[config.mk]
export PLATFORM = sky130hd
export DESIGN_NAME = aes_inv_key_schedule
export DESIGN_NICKNAME = d
export VERILOG_FILES = /design/src/rtl/aes_pkg.sv /design/src/rtl/aes_sbox.sv /design/src/rtl/aes_inv_key_schedule.sv
export SDC_FILE = /design/constraint.sdc
export NUM_CORES = 1
export LEC_CHECK = 0
export ABC_AREA = 1
export CAP_MARGIN = 20
export CORE_ASPECT_RATIO = 0.6
export CORE_MARGIN = 2
export CORE_UTILIZATION = 30
export CTS_CLUSTER_DIAMETER = 30
export DETAILED_ROUTE_END_ITERATION = 10
export MAX_ROUTING_LAYER = met4
export PLACE_DENSITY_LB_ADDON = 0.1
export SYNTH_ARGS = -nofsm -noshare
export SYNTH_HDL_FRONTEND = slang
export SYNTH_SLANG_ARGS = --single-unit
[constraint.sdc]
create_clock -name clk -period 6.34 [get_ports clk]
set_clock_uncertainty 0.2 [all_clocks]
set_input_delay 0.951 -clock clk [delete_from_list [all_inputs] [get_ports clk]]
set_output_delay 0.951 -clock clk [all_outputs]
set_load 0.005 [all_outputs]
[src/rtl/aes_pkg.sv]
// Shared AES constants, round-constant table and key-schedule state type.
// Build option: AES_INV_KS_SBOX_REG_EN adds the CALC state for a registered S-box.
package aes_pkg;

    localparam int Nr          = 10;
    localparam int Nk          = 4;
    localparam int WORD_LENGTH = 32;
    localparam int KEY_BITS    = Nk * WORD_LENGTH;

    typedef logic [WORD_LENGTH-1:0] word_t;

    localparam logic [7:0] RCON [0:Nr] = '{
        8'h00, 8'h01, 8'h02, 8'h04, 8'h08, 8'h10,
        8'h20, 8'h40, 8'h80, 8'h1b, 8'h36
    };

`ifdef AES_INV_KS_SBOX_REG_EN
    typedef enum logic [1:0] {IDLE, EMIT, CALC} ks_state_t;
`else
    typedef enum logic {IDLE, EMIT} ks_state_t;
`endif

endpackage

[src/rtl/aes_sbox.sv]
// Forward AES S-box, one byte in and one byte out, purely combinational.
// Shared between the key schedule and the encryption datapath.
module aes_sbox (
    input  logic [7:0] din,
    output logic [7:0] dout
);

    localparam logic [2047:0] SBOX = {
        128'h637c777bf26b6fc53001672bfed7ab76,
        128'hca82c97dfa5947f0add4a2af9ca472c0,
        128'hb7fd9326363ff7cc34a5e5f171d83115,
        128'h04c723c31896059a071280e2eb27b275,
        128'h09832c1a1b6e5aa0523bd6b329e32f84,
        128'h53d100ed20fcb15b6acbbe394a4c58cf,
        128'hd0efaafb434d338545f9027f503c9fa8,
        128'h51a3408f929d38f5bcb6da2110fff3d2,
        128'hcd0c13ec5f974417c4a77e3d645d1973,
        128'h60814fdc222a908846eeb814de5e0bdb,
        128'he0323a0a4906245cc2d3ac629195e479,
        128'he7c8376d8dd54ea96c56f4ea657aae08,
        128'hba78252e1ca6b4c6e8dd741f4bbd8b8a,
        128'h703eb5664803f60e613557b986c11d9e,
        128'he1f8981169d98e949b1e87e9ce5528df,
        128'h8ca1890dbfe6426841992d0fb054bb16
    };

    // Table lookup; entry 0 occupies the most significant byte.
    always_comb begin
        dout = SBOX[2047 - 8 * int'(din) -: 8];
    end

endmodule

[src/rtl/aes_inv_key_schedule.sv]
// Reverse AES-128 key schedule: walks round keys 10 down to 0, one per handshake.
// Build option: AES_INV_KS_SBOX_REG_EN registers SubWord and inserts a CALC cycle.
module aes_inv_key_schedule
    import aes_pkg::*;
#(
    parameter int KEY_LENGTH = 128
) (
    input  logic                  clk,
    input  logic                  rst,
    input  logic                  start,
    input  logic [KEY_LENGTH-1:0] last_key,
    output logic                  rk_valid,
    input  logic                  rk_ready,
    output logic [KEY_LENGTH-1:0] round_key,
    output logic [3:0]            round_idx,
    output logic                  busy,
    output logic                  done
);

    ks_state_t             state_q;
    ks_state_t             state_d;
    logic [KEY_LENGTH-1:0] key_q;
    logic [3:0]            idx_q;
    logic                  done_q;

    word_t c3, c2, c1, c0;
    word_t p3, p2, p1, p0;
    word_t rot;
    word_t sub;
    word_t sub_use;

    logic hs;
    logic last_rnd;
    logic advance;

    assign c3 = key_q[127:96];
    assign c2 = key_q[95:64];
    assign c1 = key_q[63:32];
    assign c0 = key_q[31:0];

    assign p3  = c3 ^ c2;
    assign p2  = c2 ^ c1;
    assign p1  = c1 ^ c0;
    assign rot = {p3[23:0], p3[31:24]};

    aes_sbox u_sbox3 (.din(rot[31:24]), .dout(sub[31:24]));
    aes_sbox u_sbox2 (.din(rot[23:16]), .dout(sub[23:16]));
    aes_sbox u_sbox1 (.din(rot[15:8]),  .dout(sub[15:8]));
    aes_sbox u_sbox0 (.din(rot[7:0]),   .dout(sub[7:0]));

    assign hs       = (state_q == EMIT) && rk_ready;
    assign last_rnd = (idx_q == 4'd0);

`ifdef AES_INV_KS_SBOX_REG_EN
    word_t sub_q;

    // Capture SubWord every cycle; the key is frozen through EMIT->CALC.
    always_ff @(posedge clk) begin
        if (rst) begin
            sub_q <= '0;
        end else begin
            sub_q <= sub;
        end
    end

    assign sub_use = sub_q;
    assign advance = (state_q == CALC);
`else
    assign sub_use = sub;
    assign advance = hs && !last_rnd;
`endif

    assign p0 = c0 ^ sub_use ^ {RCON[idx_q], 24'h0};

    // State register.
    always_ff @(posedge clk) begin
        if (rst) begin
            state_q <= IDLE;
        end else begin
            state_q <= state_d;
        end
    end

    // Next-state logic.
    always_comb begin
        state_d = state_q;
        unique case (state_q)
            IDLE: begin
                if (start) state_d = EMIT;
            end
            EMIT: begin
                if (hs && last_rnd) state_d = IDLE;
`ifdef AES_INV_KS_SBOX_REG_EN
                else if (hs) state_d = CALC;
            end
            CALC: begin
                state_d = EMIT;
            end
`else
            end
`endif
            default: state_d = IDLE;
        endcase
    end

    // Handshake-facing outputs decoded from the state.
    always_comb begin
        rk_valid = (state_q == EMIT);
        busy     = (state_q != IDLE);
    end

    // Current key, round number and completion pulse.
    always_ff @(posedge clk) begin
        if (rst) begin
            key_q  <= '0;
            idx_q  <= 4'd0;
            done_q <= 1'b0;
        end else begin
            done_q <= hs && last_rnd;
            if (state_q == IDLE && start) begin
                key_q <= last_key;
                idx_q <= 4'(Nr);
            end else if (advance) begin
                key_q <= {p3, p2, p1, p0};
                idx_q <= idx_q - 4'd1;
            end
        end
    end

    assign round_key = key_q;
    assign round_idx = idx_q;
    assign done      = done_q;

endmodule

==> results of run 1 <==
worst min-delay path by stage:
stage                        start              to  slack [ns]  cells after the start
floorplan           round_key[127]  round_key[127]        0.28                      2
finish              round_key[111]  round_key[111]        0.30                      2
CTS                 round_key[111]  round_key[111]        0.30                      2
detailed placement  round_key[111]  round_key[111]        0.29                      2
global placement    round_key[103]  round_key[103]        0.29                      2
global route        round_key[127]  round_key[127]        0.33                      2
power by group:
group / switching (mW) / internal, mW / leakage [nW] / total, mW
Combinational: 2.75 / 1.24 / 8.57 / 3.99
Sequential: 0.191 / 0.930 / 1.11 / 1.12
Clock: 0.498 / 0.622 / 0.292 / 1.12
final cells by class:
| class | instances | area (um^2) | share of cell area (%) |
|---|---|---|---|
| diodes | 7 | 17.5 | 0.0771 |
| clock buffers | 18 | 429 | 1.89 |
| clock inverters | 14 | 173 | 0.760 |
| inverters | 185 | 701 | 3.08 |
| multi-input cells | 2994 | 14700 | 64.5 |
| flip-flops and latches | 134 | 2680 | 11.8 |
| well taps | 839 | 1050 | 4.62 |
| repair buffers | 313 | 3030 | 13.3 |
routing by layer:
layer  share of wire [%]  track usage, %
met5                   0               -
met4                 1.6            6.31
met3                  14            11.1
met2                  36            40.2
met1                  48            50.2
sequential cells by signal (all words and copies together) (netlist names):
name	cells
busy	1
done	1
round_idx	4
round_key	128
stage by stage:
step / hold WS, ns / cell area [um^2] / worst slack, ns / util [%]
after floorplan: 0.285 / 19100 / 3.79 / -
after global placement: 0.289 / 22100 / 2.56 / 35.3
after detailed placement: 0.288 / 22100 / 2.67 / 35.3
after CTS: 0.297 / 22700 / 2.64 / 36.2
after global routing: 0.325 / 22700 / 2.40 / 36.2
final: 0.299 / 22700 / 2.51 / 36.2
cell usage in the layout, fill, tap and decap left out, drive strengths merged:
cell           count
nand3           1220
nand2           1112
clkdlybuf4s50    265
inv              182
nor2             175
a21oi            156
dfxtp            134
o21ai             75
ha                58
buf               48
a221oi            37
nor3              26
o211ai            20
clkbuf            18
nor4              16
xor2              15
a311oi            14
o221ai            14
xnor2             13
a31oi             12
or2               12
clkinv            12
nand4              9
diode              7
a211oi             6
bufinv             3
nand3b             2
clkinvlp           2
a21boi             1
o21a               1
logic make-up after synthesis:
group / share of synthesized area (%)
buffers and inverters: 9.88
adders and majority gates: 3.81
and+or+nand+nor: 60.1
AOI/OAI and AO/OA: 10.5
xor gates and xnor gates: 1.56
DFF: 14.1
worst reg2reg max path: cells and delay by family, from the launching register on:
| family | cells | cell delay, ns |
|---|---|---|
| simple gates | 11 | 2.00 |
| flops | 1 | 0.81 |
| compound gates | 1 | 0.06 |
| buf+inv | 2 | 0.65 |
==> summary.txt, run 1 <==
Timing
  – Measured slew at the worst slew-check pin: 1.04 ns
  – Time the final worst path needs with I/O delays and setup: 3.83 ns
  – Number of failing hold endpoints at the final stage: 0
  – Setup repair after global routing missed its margin: no
  – Highest achievable clock rate: 261 MHz
  – Worst slew margin: 30.8%
  – Setup_tns: 0 ns
  – Final-report setup violation count: 0
  – Final clock period utilization by the worst path: 60.5%
  – Number of pins with negative max-slew slack in the final report: 0

Critical path
  – Worst setup path endpoint: round_key[7]
  – CP bufs+invs: 2
  – Startpoint of the most critical register-to-register path: round_key[91]
  – Worst setup path category: flip-flop to flip-flop
  – Critical-path maximum fanout: 43
  – Required time worst endpoint: 6.48 ns
  – Register-to-register path setup slack: 2.51 ns
  – Family with the most delay on the worst path: simple AND/OR/NAND/NOR gates
  – Critical path launch point: round_key[91]
  – Setup crit start kind: flip-flop
  – Max stage delay on crit path: 0.81 ns
  – Ordered cell list for the critical path: inv_1 > nand2_1 > nand2_2 > buf_4 > nor2_1 > nand2_1 > nand3_1 > nand3_1 > nand3_1 > nand3_1 > nand3_1 > nand3_1 > nand2_1 > a21oi_1
  – Number of cells on the critical path: 14
  – Data arrival time at the worst-slack endpoint: 3.97 ns
  – Endpoint type of the worst setup path: flip-flop
  – Reg-to-reg critical path endpoint: round_key[7]
  – Number of cells traversed by the worst register-to-register path: 14
  – Crit path max-delay cell type: dfxtp_1
  – Most frequent CP cell: nand3_1

Logic synthesis
  – Count of different cell masters after synthesis: 38
  – Total nets after synthesis: 3767
  – Post-synth EDFFs: 0
  – Synthesized instance count: 3577
  – Mapped Avg Cell Area: 5.33 um^2
  – Mapped Area: 0.0191 mm^2
  – Dominant register cell in the synthesized netlist: dfxtp_1
  – Most frequent cell after synthesis: nand3_1
  – Asr flop ratio synth: 0%
  – Ranking of synthesized cells by instance count: nand3_1, nand2_1, nor2_1
  – Count of yosys warnings during synthesis: 0
  – Sequential area share after synthesis: 14.1%
  – Flop and latch count out of synthesis: 134
  – Share of the synthesized area in the top cell type: 32.0%
  – Cell accounting for the most synthesized area: nand3_1
  – Top post-synthesis cells by area: nand3_1, nand2_1, dfxtp_1

Detailed routing
  – Routed via count: 26932
  – ANT nets after route: 0
  – Post-Route WL: 109000 um
  – Routed length per instance: 24.2 um
  – Per-cell via count in the routed design: 5.98
  – DRC viols: 0
  – First drt pass iteration count: 6
  – Detailed router's first-iteration violation count: 4727

Global route
  – Number of antenna violations at the first check in global routing: 7
  – First-pass GRT wire length: 160000 um
  – Vias in the first global route: 23643
  – Maximum number of pins on one net before global-route repair: 107
  – Sum of overflow across all layers after global routing: 0
  – Aggregate global-route resource usage: 33.0%

Cells and area
  – P&R area growth vs syn: 19.3%
  – Share of post-route cells with drive strength above 1: 4.67%
  – Count of non-filler cells in the finished layout: 4504
  – Fin nets: 3835
  – Filler cells: 7073

Floorplanning
  – Die outline height: 199 um
  – Number of top-level pins: 267
  – Full die area: 0.0656 mm^2
  – Floorplan row count: 71
  – Placeable core region: 0.0627 mm^2
  – Starting Density: 30.4%
  – Overall die width: 329 um

Placed design
  – Detailed placer's ending HPWL: 76700 um
  – Weighted congestion at the end of routability-driven global placement: 1.04
  – # port buffers: 266
  – Placed cells: 4465

Job
  – Number of violations of the max-capacitance limit: 0

Clocking
  – Setup fix buffers added after clock tree synthesis: 0
  – Clock Tree Buf Depth: 2
  – Number of gates resized after cts: 0
  – Num CTS Buffers: 17
  – Hold buffers post-CTS: 0
  – Later-pin clock latency in the skew report: 0.48 ns
  – CTS tree: built
  – Htree depth: 4
  – Worst-path clk slew: 0.07 ns
  – Number of sinks handled by clock tree synthesis: 134
  – Cell at the root of the clock tree: clkbuf_16

Pwr
  – Total power: 6.23 mW
  – Worst-case vdd ir drop: 0.000191 V
  – Static power due to leakage: 9.97 nW
  – Power density relative to cell area: 274 mW/mm^2

Min path
  – Hold Crit Class: flip-flop to flip-flop

Status
  – Run status: finished, final reports clean
No activity file was read; power rests on OpenSTA's default activity.
==> run 2: changes to the inputs <==
clock period = 3.54 ns   (was 6.34 ns; I/O delays follow)
==> summary.txt, run 2 (synthesized netlist as in run 1, its figures left out) <==
Clocking
  – Number of gates resized after cts: 0
  – Num CTS Buffers: 17
  – Number of sinks handled by clock tree synthesis: 134
  – Hold buffers post-CTS: 0
  – Later-pin clock latency in the skew report: 0.50 ns
  – Worst-path clk slew: 0.08 ns
  – Cell at the root of the clock tree: clkbuf_16
  – CTS tree: built
  – Htree depth: 4
  – Setup fix buffers added after clock tree synthesis: 0
  – Clock Tree Buf Depth: 2

Cells and area
  – Final Instance Area: 0.0239 mm^2
  – Share of post-route cells with drive strength above 1: 7.76%
  – Core utilization of the finished layout: 38.0%
  – Max reg flops: 128
  – Fin nets: 3954
  – Most common cell after layout, fill and taps aside: nand3_1
  – Leading cell types in the layout, fill and taps excluded: nand3_1, nand2_1, clkdlybuf4s50_1, nor2_1, inv_1
  – Filler cells: 7062
  – P&R area growth vs syn: 25.2%

Timing
  – Worst slew margin: 35.0%
  – Number of failing hold endpoints at the final stage: 0
  – Setup repair after global routing missed its margin: no
  – Number of pins with negative max-slew slack in the final report: 0
  – Setup_tns: 0 ns
  – Time the final worst path needs with I/O delays and setup: 3.37 ns
  – Measured slew at the worst slew-check pin: 0.970 ns
  – Final-report setup violation count: 0
  – Highest achievable clock rate: 297 MHz
  – Final clock period utilization by the worst path: 95.3%

Pwr
  – Static power due to leakage: 10.6 nW
  – Power density relative to cell area: 488 mW/mm^2
  – Worst-case vdd ir drop: 0.000342 V

Critical path
  – Family with the most delay on the worst path: simple AND/OR/NAND/NOR gates
  – Max stage delay on crit path: 0.51 ns
  – Data arrival time at the worst-slack endpoint: 3.52 ns
  – Setup crit start kind: flip-flop
  – Ordered cell list for the critical path: inv_1 > nand2_1 > nand2_1 > ha_1 > nor2_1 > nand2_1 > nand2_1 > nand2_1 > nand3_1 > nand3_1 > nand3_1 > nand3_1 > nand3_1 > nand3_1 > nand2_1 > a21oi_1
  – Critical-path maximum fanout: 12
  – Crit path max-delay cell type: dfxtp_1
  – Endpoint type of the worst setup path: flip-flop
  – CP bufs+invs: 1
  – Worst setup path category: flip-flop to flip-flop
  – Required time worst endpoint: 3.69 ns

Global route
  – First-pass GRT wire length: 170000 um
  – Maximum number of pins on one net before global-route repair: 112
  – Number of antenna violations at the first check in global routing: 16
  – Aggregate global-route resource usage: 35.6%
  – Vias in the first global route: 24603
  – Sum of overflow across all layers after global routing: 0

Detailed routing
  – ANT nets after route: 0
  – Post-Route WL: 116000 um
  – First drt pass iteration count: 8
  – Routed length per instance: 25.0 um
  – Detailed router's first-iteration violation count: 4640
  – DRC viols: 0
  – Routed via count: 27678
  – Per-cell via count in the routed design: 5.97

Min path
  – Hold Crit Class: flip-flop to flip-flop

Placed design
  – Weighted congestion at the end of routability-driven global placement: 1.04
  – Total placed instance area: 0.0232 mm^2
  – Detailed placer's ending HPWL: 85900 um
  – # port buffers: 266

Status
  – Run status: finished, final reports clean

Floorplanning
  – Placeable core region: 0.0627 mm^2
  – Overall die width: 329 um
  – Floorplan row count: 71
  – Starting Density: 30.4%
  – Die outline height: 199 um
  – Number of top-level pins: 267
  – Full die area: 0.0656 mm^2

Job
  – Number of violations of the max-capacitance limit: 0
run 2: power breakdown:
part	leakage, nW	switching [mW]	internal (mW)
registers	1.11	0.329	1.66
logic	9.22	5.14	2.53
clock network	0.288	0.955	1.03
total	10.6	6.42	5.22
run 2: worst reg2reg max path: cells and delay by family, from the launching register on:
| family | cells | cell delay, ns |
|---|---|---|
| simple gates | 13 | 1.99 |
| compound gates | 1 | 0.05 |
| buf+inv | 1 | 0.10 |
| flops | 1 | 0.51 |
| fa+ha+maj | 1 | 0.37 |
run 2: layer usage:
| layer | global-route usage (%) | wire [um] | share of wire [%] | vias to the layer above |
|---|---|---|---|---|
| li1 | - | - | - | 12600 |
| met4 | 7.17 | 2030 | 1.8 | 0 |
| met3 | 12.1 | 16400 | 14 | 152 |
| met2 | 42.0 | 41000 | 35 | 1988 |
| met5 | - | 0 | 0 | - |
| met1 | 55.0 | 56300 | 49 | 12938 |
run 2: worst paths after layout:
path,slack (ns),startpoint,end,cells after the start
worst max-delay path,0.17,round_key[89],round_key[4],16
worst min register to register,0.31,round_key[111],round_key[111],2
worst min-delay path,0.31,round_key[111],round_key[111],2
worst max register to register,0.17,round_key[89],round_key[4],16
run 2: area by class of cell:
class	count	area [um^2]	share of cell area, %
Multi-Input combinational cell	2994	14700	61.4
Sequential cell	134	2680	11.2
Inverter	185	701	2.94
Antenna cell	18	45.0	0.189
Timing Repair Buffer	432	4130	17.3
Clock inverter	13	136	0.572
Tap cell	839	1050	4.40
Clock buffer	19	453	1.90
run 2: stage by stage:
step,setup slack (ns),std cells,power (mW),hold slack [ns]
after floorplan,0.988,3577,6.43,0.285
after global placement,0.256,4584,9.51,0.295
after detailed placement,0.327,4584,9.34,0.301
after CTS,0.298,4616,11.3,0.304
after global routing,0.0764,4631,12.3,0.329
final,0.168,4634,11.6,0.311
